==> src/rtl/mac_rx_framer.sv <==
// GMII receive framer: strips preamble/SFD, delays the stream by five bytes so the
// trailing FCS can be dropped, checks CRC-32 and frame length, and counts good/bad frames.
module mac_rx_framer #(
  parameter int unsigned MIN_LEN = 64,
  parameter int unsigned MAX_LEN = 1522
) (
  input  logic        clk,
  input  logic        reset,
  input  logic        RX_DV,
  input  logic        RX_ER,
  input  logic [7:0]  RXD,
  output logic [7:0]  rx_data,
  output logic        rx_valid,
  output logic        rx_last,
  output logic        rx_err,
  output logic        rx_crc_err,
  output logic        rx_len_err,
  output logic [15:0] frames_ok,
  output logic [15:0] frames_bad
);

  localparam logic [31:0] CrcInit    = 32'hFFFF_FFFF;
  localparam logic [31:0] CrcPoly    = 32'hEDB8_8320;
  localparam logic [31:0] CrcResidue = 32'hDEBB_20E3;
  localparam logic [7:0]  Preamble   = 8'h55;
  localparam logic [7:0]  Sfd        = 8'hD5;
  localparam logic [10:0] CntMax     = 11'h7FF;
  localparam logic [15:0] FrameMax   = 16'hFFFF;

  typedef enum logic [1:0] {StIdle, StPreamble, StData, StDrop} state_e;

  state_e          state_q;
  logic [4:0][7:0] sr_q;         // [0] newest byte, [4] oldest
  logic [10:0]     cnt_q;
  logic [31:0]     crc_q;
  logic            err_q;
  // Cleared by reset; a burst already in flight when reset drops is ignored until
  // RX_DV has been seen low, so an aborted frame never reaches IDLE decoding.
  logic            dv_low_seen_q;

  // One byte of reflected CRC-32, LSB first.
  function automatic logic [31:0] crc_byte(input logic [31:0] crc, input logic [7:0] d);
    logic [31:0] c;
    c = crc;
    for (int i = 0; i < 8; i++) begin
      if (c[0] ^ d[i]) c = (c >> 1) ^ CrcPoly;
      else             c = c >> 1;
    end
    return c;
  endfunction

  logic        cnt_ge5;
  logic [10:0] cnt_inc;
  logic [31:0] cnt_ext;
  logic        len_bad;
  logic        crc_bad;
  logic        frame_bad;
  logic [15:0] ok_inc;
  logic [15:0] bad_inc;

  // Decode helpers for the frame-end decision and saturating counters.
  always_comb begin
    cnt_ge5   = (cnt_q >= 11'd5);
    cnt_inc   = (cnt_q == CntMax) ? cnt_q : cnt_q + 11'd1;
    cnt_ext   = {21'd0, cnt_q};
    len_bad   = (cnt_ext < MIN_LEN) || (cnt_ext > MAX_LEN);
    crc_bad   = (crc_q != CrcResidue);
    frame_bad = err_q | crc_bad | len_bad;
    ok_inc    = (frames_ok == FrameMax) ? frames_ok : frames_ok + 16'd1;
    bad_inc   = (frames_bad == FrameMax) ? frames_bad : frames_bad + 16'd1;
  end

  // Framer FSM with registered outputs and frame counters.
  always_ff @(posedge clk) begin
    if (reset) begin
      state_q       <= StIdle;
      sr_q          <= '0;
      cnt_q         <= '0;
      crc_q         <= CrcInit;
      err_q         <= 1'b0;
      dv_low_seen_q <= 1'b0;
      rx_data       <= '0;
      rx_valid      <= 1'b0;
      rx_last       <= 1'b0;
      rx_err        <= 1'b0;
      rx_crc_err    <= 1'b0;
      rx_len_err    <= 1'b0;
      frames_ok     <= '0;
      frames_bad    <= '0;
    end else begin
      rx_valid   <= 1'b0;
      rx_last    <= 1'b0;
      rx_err     <= 1'b0;
      rx_crc_err <= 1'b0;
      rx_len_err <= 1'b0;
      if (!RX_DV) dv_low_seen_q <= 1'b1;

      case (state_q)
        StIdle: begin
          if (RX_DV && dv_low_seen_q) begin
            if (RXD == Preamble) begin
              state_q <= StPreamble;
            end else if (RXD == Sfd) begin
              state_q <= StData;
              cnt_q   <= '0;
              crc_q   <= CrcInit;
              err_q   <= 1'b0;
            end else begin
              state_q <= StDrop;
            end
          end
        end

        StPreamble: begin
          if (!RX_DV) begin
            state_q <= StIdle;
          end else if (RXD == Sfd) begin
            state_q <= StData;
            cnt_q   <= '0;
            crc_q   <= CrcInit;
            err_q   <= 1'b0;
          end else if (RXD != Preamble) begin
            state_q <= StDrop;
          end
        end

        StData: begin
          if (RX_DV) begin
            crc_q <= crc_byte(crc_q, RXD);
            sr_q  <= {sr_q[3:0], RXD};
            cnt_q <= cnt_inc;
            err_q <= err_q | RX_ER;
            if (cnt_ge5) begin
              rx_data  <= sr_q[4];
              rx_valid <= 1'b1;
            end
          end else begin
            state_q <= StIdle;
            if (cnt_ge5) begin
              // sr_q[3:0] hold the FCS and are simply left behind.
              rx_data    <= sr_q[4];
              rx_valid   <= 1'b1;
              rx_last    <= 1'b1;
              rx_err     <= err_q;
              rx_crc_err <= crc_bad;
              rx_len_err <= len_bad;
              if (frame_bad) frames_bad <= bad_inc;
              else           frames_ok  <= ok_inc;
            end else begin
              frames_bad <= bad_inc;
            end
          end
        end

        StDrop: begin
          if (!RX_DV) begin
            state_q    <= StIdle;
            frames_bad <= bad_inc;
          end
        end

        default: state_q <= StIdle;
      endcase
    end
  end

endmodule

==> config.mk <==
export PLATFORM = sky130hd
export DESIGN_NAME = mac_rx_framer
export DESIGN_NICKNAME = d
export VERILOG_FILES = /design/src/rtl/mac_rx_framer.sv
export SDC_FILE = /design/constraint.sdc
export NUM_CORES = 1
export LEC_CHECK = 0
export BUFFER_PORTS_ARGS = -buffer_cell sky130_fd_sc_hd__buf_2
export CAP_MARGIN = 25
export CORE_UTILIZATION = 50
export CTS_BUF_LIST = sky130_fd_sc_hd__clkbuf_16
export CTS_CLUSTER_SIZE = 12
export DETAILED_ROUTE_END_ITERATION = 10
export GPL_TIMING_DRIVEN = 0
export PLACE_DENSITY = 0.69
export SETUP_SLACK_MARGIN = 0.02
export SYNTH_ARGS = -nofsm -noshare
export SYNTH_HDL_FRONTEND = slang
export SYNTH_SLANG_ARGS = --single-unit
==> constraint.sdc <==
create_clock -name clk -period 2.62 [get_ports clk]
set_input_delay 0.393 -clock clk [delete_from_list [all_inputs] [get_ports clk]]
set_output_delay 0.393 -clock clk [all_outputs]
set_load 0.005 [all_outputs]
# Yosys cells after proc, flatten, opt, wreduce, memory -nomap -nowiden
# Index checks and enable logic that the tools add are counted.
[op_classes]
n_addsub = 3
magnitude_cmp = 3
eq_ne = 20
n_mux = 63
n_bitwise = 24
n_reduce_logical = 16
[ops]
columns = ["cell", "n"]
rows = [
  ["$mux W32", 34],
  ["$not A13 Y14", 8],
  ["$pmux W32 S3", 1],
  ["$mux W16", 5],
  ["$mux W11", 6],
  ["$pmux W11 S3", 1],
  ["$add A16 B1 Y16 const B", 2],
  ["$eq A16 B16 Y1 const B", 2],
  ["$ne A32 B32 Y1 const B", 1],
  ["$pmux W16 S2", 1],
  ["$ne A2 B2 Y1 const B", 8],
  ["$mux W2", 6],
  ["$add A11 B1 Y11 const B", 1],
  ["$eq A11 B11 Y1 const B", 1],
  ["$ge A11 B3 Y1 const B", 1],
  ["$gt A11 B11 Y1 const B", 1],
  ["$lt A11 B7 Y1 const B", 1],
  ["$reduce_and A5 Y1", 2],
  ["$eq A8 B7 Y1 const B", 1],
  ["$eq A8 B8 Y1 const B", 1],
  ["$ne A8 B7 Y1 const B", 1],
  ["$xor A1 B1 Y1", 8],
  ["$mux W1", 7],
  ["$pmux W2 S3", 1],
  ["other kinds (19)", 28],
]
[totals]
regBits = 132
output_inout_bits = 45
wordCells = 147

# Depth between registers and ports, before layout
[logic_depth]
word_depth = 39
ltp_mapped = 9
ltp_nobuf = 7

# Worst setup path after synthesis
# Ideal clock, no wire load.
[synth_timing]
path_type = "reg2reg"
from = "reg frames_bad[6]"
to = "reg frames_bad[1]"
setup_ps = 128
arrival_ps = 2038
t_required_ps = 2492
path_slack_ps = 454
path_stages_with_launch = 9
n_path_buf = 2
period_less_slack_ps = 2166
cell_sequence = "dfxtp_1 nand4_1 or3_1 or3_1 o311ai_1 buf_2 buf_4 mux2i_1 nor2_1"
[synth_via]
elab_chain_cells = 6
elab_cells_between_ends = 7
cone_classes = "eq/ne (1); mux (6)"
[synth_lines]
columns = ["item", "line", "text"]
rows = [
  ["start: declaration", "19", "output logic [15:0] frames_bad"],
  ["start signal: assignment", "147", "if (frame_bad) frames_bad <= bad_inc;"],
  ["start signal: assignment", "150", "frames_bad <= bad_inc;"],
  ["start signal: assignment", "158", "frames_bad <= bad_inc;"],
  ["$eq A16 B16 Y1 *", "70", "bad_inc = (frames_bad == FrameMax) ? frames_bad : frames_bad + 16'd1;"],
  ["$mux W16 *", "70", ""],
  ["$mux W16", "147", ""],
  ["$mux W16", "139", "if (cnt_ge5) begin"],
  ["$mux W16", "128", "if (RX_DV) begin"],
  ["$pmux W16 S2 *", "98", "case (state_q)"],
]
# Every way passes the cells marked *; elsewhere a longest branch is shown, timed or not. The select of a mux whose other input is x is not followed.
# A chain may end at the register's enable or synchronous reset.

# Worst setup path in the final report
[layout_timing]
from = "reg crc_q[24]"
to = "reg frames_ok[11]"
[layout_via]
elab_chain_cells = 5
[layout_lines]
columns = ["item", "line", "text"]
rows = [
  ["start: declaration", "35", "logic [31:0] crc_q;"],
  ["start signal: assignment", "79", "crc_q <= CrcInit;"],
  ["start signal: assignment", "106", "crc_q <= CrcInit;"],
  ["start signal: assignment", "120", "crc_q <= CrcInit;"],
  ["$ne A32 B32 Y1", "67", "crc_bad = (crc_q != CrcResidue);"],
  ["$or A1 B1 Y1 (2 in a row)", "68", "frame_bad = err_q | crc_bad | len_bad;"],
  ["$not A1 Y1 (no source line)", "-", ""],
  ["$reduce_and A5 Y1 (no source line)", "-", ""],
  ["end signal: assignment", "148", "else frames_ok <= ok_inc;"],
  ["end: declaration", "18", "output logic [15:0] frames_ok,"],
]
# Every way passes these cells.

==> impl_metrics.py <==
metrics = {
    "placed_design": {
        "dp_hpwl_um": 10200,
        "gp_congestion": 0.887,
        "io_buffers": 56,
    },
    "job": {
        "max_cap_viol_count": 0,
    },
    "sta": {
        "fin_crit_ns": 2.49,
        "rsz0062_at_grt": "true",
        "setup-violations-final": 0,
        "hold_viol": 0,
        "fin_crit_sh_pct": 94.9,
        "relSlewSlack_pct": 52.7,
        "fin_skew_ns": 0.00754,
        "tightestPinTransition_ns": 0.705,
        "maxSlewViolCount": 0,
        "max_freq_mhz": 402,
        "fin_setup_tns_ns": 0,
    },
    "power_and_ir_drop": {
        "leakagePower_nw": 2.69,
        "totalPowerFinal_mw": 5.23,
        "ir_worst_vdd_mv": 0.382,
        "pwr-share-comb_pct": 9.0,
        "pwr-share-clk_pct": 51.7,
        "seqPwrFrac_pct": 39.3,
        "p_per_area_nw_per_um2": 714,
        "p_sw_mw": 1.20,
        "p_int_mw": 4.03,
        "p_sw_share_pct": 23.0,
    },
    "status": {
        "run_status": "completed",
    },
    "drt": {
        "wl_per_cell_um": 14.9,
        "drt_iter0_drc": 363,
        "dr.pass1.iters": 4,
        "totalWireLength_um": 14100,
        "drtAntennaViolNets": 0,
        "drc_errors": 0,
        "via_count": 5283,
        "vias_per_cell": 5.59,
    },
    "global_routing": {
        "grt_pass1_vias": 5090,
        "grt.total_usage_pct": 23.7,
        "grt_max_degree": 17,
        "grt_pass1_wl_um": 24000,
        "antenna_found_initial": 0,
        "overflow": 0,
    },
    "synthesis": {
        "synth_fa_ha_area_share_pct": 0.817,
        "synth_xor_area_share_pct": 12.7,
        "syn_inst": 709,
        "synth_nets": 725,
        "synth_top_flop_cell": "dfxtp_1",
        "synth_compound_area_share_pct": 13.7,
        "synth_seq_cells": 132,
        "synth_warnings": 0,
        "async_flop_share_pct": 0,
        "muxShareOfSynthArea_pct": 2.33,
        "synthSimpleGateAreaFrac_pct": 23.7,
        "synth_edf_count": 0,
        "synth_top_family_by_area": "simple AND/OR/NAND/NOR gates",
        "synth_cell_types": 53,
        "synth.avg_cell_area_um2": 8.64,
        "netlist_area_um2": 6120,
        "yosysSeqAreaShare_pct": 43.2,
    },
    "worst_hold_path": {
        "hold_path.class": "in2reg",
    },
    "clock_tree": {
        "clock-sinks": 132,
        "clk_latency_ns": 0.42,
        "postCtsHoldBufs": 0,
        "cts_buffers": 17,
        "clock_path_buffers": 2,
        "clkTransAtPathRegs_ns": 0.06,
        "cts-root-buf": "clkbuf_16",
        "cts_tree": "yes",
        "cts_htree_levels": 4,
    },
    "die": {
        "start_util_pct": 51.2,
        "ios": 57,
        "die_w_um": 113,
        "die_area_um2": 12700,
        "design.core.area_um2": 12000,
        "rows": 40,
        "die_y_um": 113,
    },
    "setup_path": {
        "arrival_ns": 2.77,
        "startpoint_type": "register",
        "cp_max_fo": 10,
        "cp-end-kind": "register",
        "path_class": "reg2reg",
        "cp_data_required_time_ns": 2.90,
    },
    "layout": {
        "num-nets-final": 801,
        "syn_to_final_growth_pct": 19.5,
        "layout-drive-gt1-share_pct": 14.8,
        "diodes": 0,
    },
}
-- per-layer routing --
layer	part of all wire, %	vias to the layer above	GRT usage (%)
met5	0	-	0
met4	1.7	0	10.4
met3	4.1	23	4.70
met2	48	123	38.6
met1	46	2500	30.5
li1	-	2637	-
-- power groups by stage --
| stage | clock, mW | sequential, mW | combinational, mW |
|---|---|---|---|
| finish | 2.70 | 2.06 | 0.470 |
| CTS | 2.74 | 2.05 | 0.467 |
| floorplan | 0 | 2.09 | 0.365 |
| global route | 2.83 | 2.06 | 0.515 |
| detailed placement | 0 | 2.10 | 0.462 |
| global placement | 0 | 2.10 | 0.460 |
-- path summary, 6_finish.rpt --
path                                        startpoint                    endpoint  slack (ns)  depth (start not counted)
worst max-delay path            crc_q[24]$_SDFFE_PP1P_  frames_ok[11]$_SDFFE_PP0P_        0.13                          9
worst min-delay path                             RX_ER          err_q$_SDFFE_PP0P_        0.21                          3
worst max register to register  crc_q[24]$_SDFFE_PP1P_  frames_ok[11]$_SDFFE_PP0P_        0.13                          9
worst min register to register   sr_q[26]$_SDFFE_PP0P_       sr_q[34]$_SDFFE_PP0P_        0.45                          2
-- repair_timing --
action	CTS	global route
resized for setup	0	15
buffers inserted	2	0
endpoints found under the setup margin	8	39
pin swaps	1	1
gates cloned	0	0
-- cells in the mapped netlist (all sizes together) (18+ instances only) --
cell / number / share of area [%]
dfxtp: 132 / 43
nand2: 101 / 6.2
o22ai: 21 / 2.1
a21oi: 77 / 6.3
nand2b: 27 / 2.8
o31ai: 18 / 2.2
xor2: 25 / 3.8
nor2: 43 / 2.7
clkbuf: 31 / 1.9
xnor2: 52 / 8.2
or4: 20 / 2.5
nand3: 20 / 1.6
-- stage by stage --
| stage | setup slack (ns) | instances | util, % | hold WS (ns) | cell area, um^2 |
|---|---|---|---|---|---|
| floorplan | 0.454 | 709 | - | 0.432 | 6120 |
| global placement | -0.0513 | 912 | 55.1 | 0.435 | 6590 |
| detailed placement | -0.114 | 912 | 55.1 | 0.445 | 6590 |
| CTS | 0.0229 | 945 | 60.8 | 0.198 | 7280 |
| global route | 0.0209 | 945 | 61.2 | 0.250 | 7320 |
| finish | 0.132 | 945 | 61.2 | 0.207 | 7320 |
-- cell families (layout without fill, tap and decap cells) --
kind of cell | after synthesis | count (layout)
AOI/OAI and AO/OA | 144 | 144
xor gates and xnor gates | 79 | 79
adders and majority gates | 4 | 4
buffers and inverters | 54 | 143
DFF | 132 | 132
muxes | 14 | 14
and+or+nand+nor | 282 | 282
-- worst max-delay path: stages, from the launching register on --
cell and delay (ns):
dfxtp_1 0.33, nand4b_1 0.20, nor4_2 0.32, nand4_1 0.12, buf_4 0.17, or4b_1 0.46
clkbuf_1 0.19, clkbuf_4 0.23, o31ai_2 0.22, a21oi_1 0.10
-- layout make-up --
cell class / instances / area (um^2)
repair buffers: 58 / 295
fillers: 1033 / 4640
inverters: 14 / 52.6
multi-input cells: 523 / 3300
clock buffers: 17 / 425
well taps: 147 / 184
plain buffers: 39 / 170
clock inverters: 15 / 251
flip-flops and latches: 132 / 2640
-- sequential cells by signal, indices dropped and copies added (netlist names), 2 cells and up --
name	cells
cnt_q	11
crc_q	32
frames_bad	16
frames_ok	16
rx_data	8
sr_q	40
state_q	2
-- cells in the final DEF (no fill, tap or decap), types with 6 or more instances in the layout --
master / instances
nand3_1: 20
dfxtp_1: 131
o22ai_1: 21
bufinv_16: 6
xor2_1: 23
clkbuf_1: 28
nand2b_1: 27
nand2_1: 101
nand4_1: 11
xnor2_2: 6
nor2_1: 42
nor3_1: 12
buf_2: 58
o21ai_0: 10
inv_1: 14
or4_1: 20
mux2i_1: 12
nand4b_1: 6
a21oi_1: 77
or3_1: 8
xnor2_1: 46
o31ai_1: 16
clkbuf_16: 17
(Power assumes the default switching activity.)
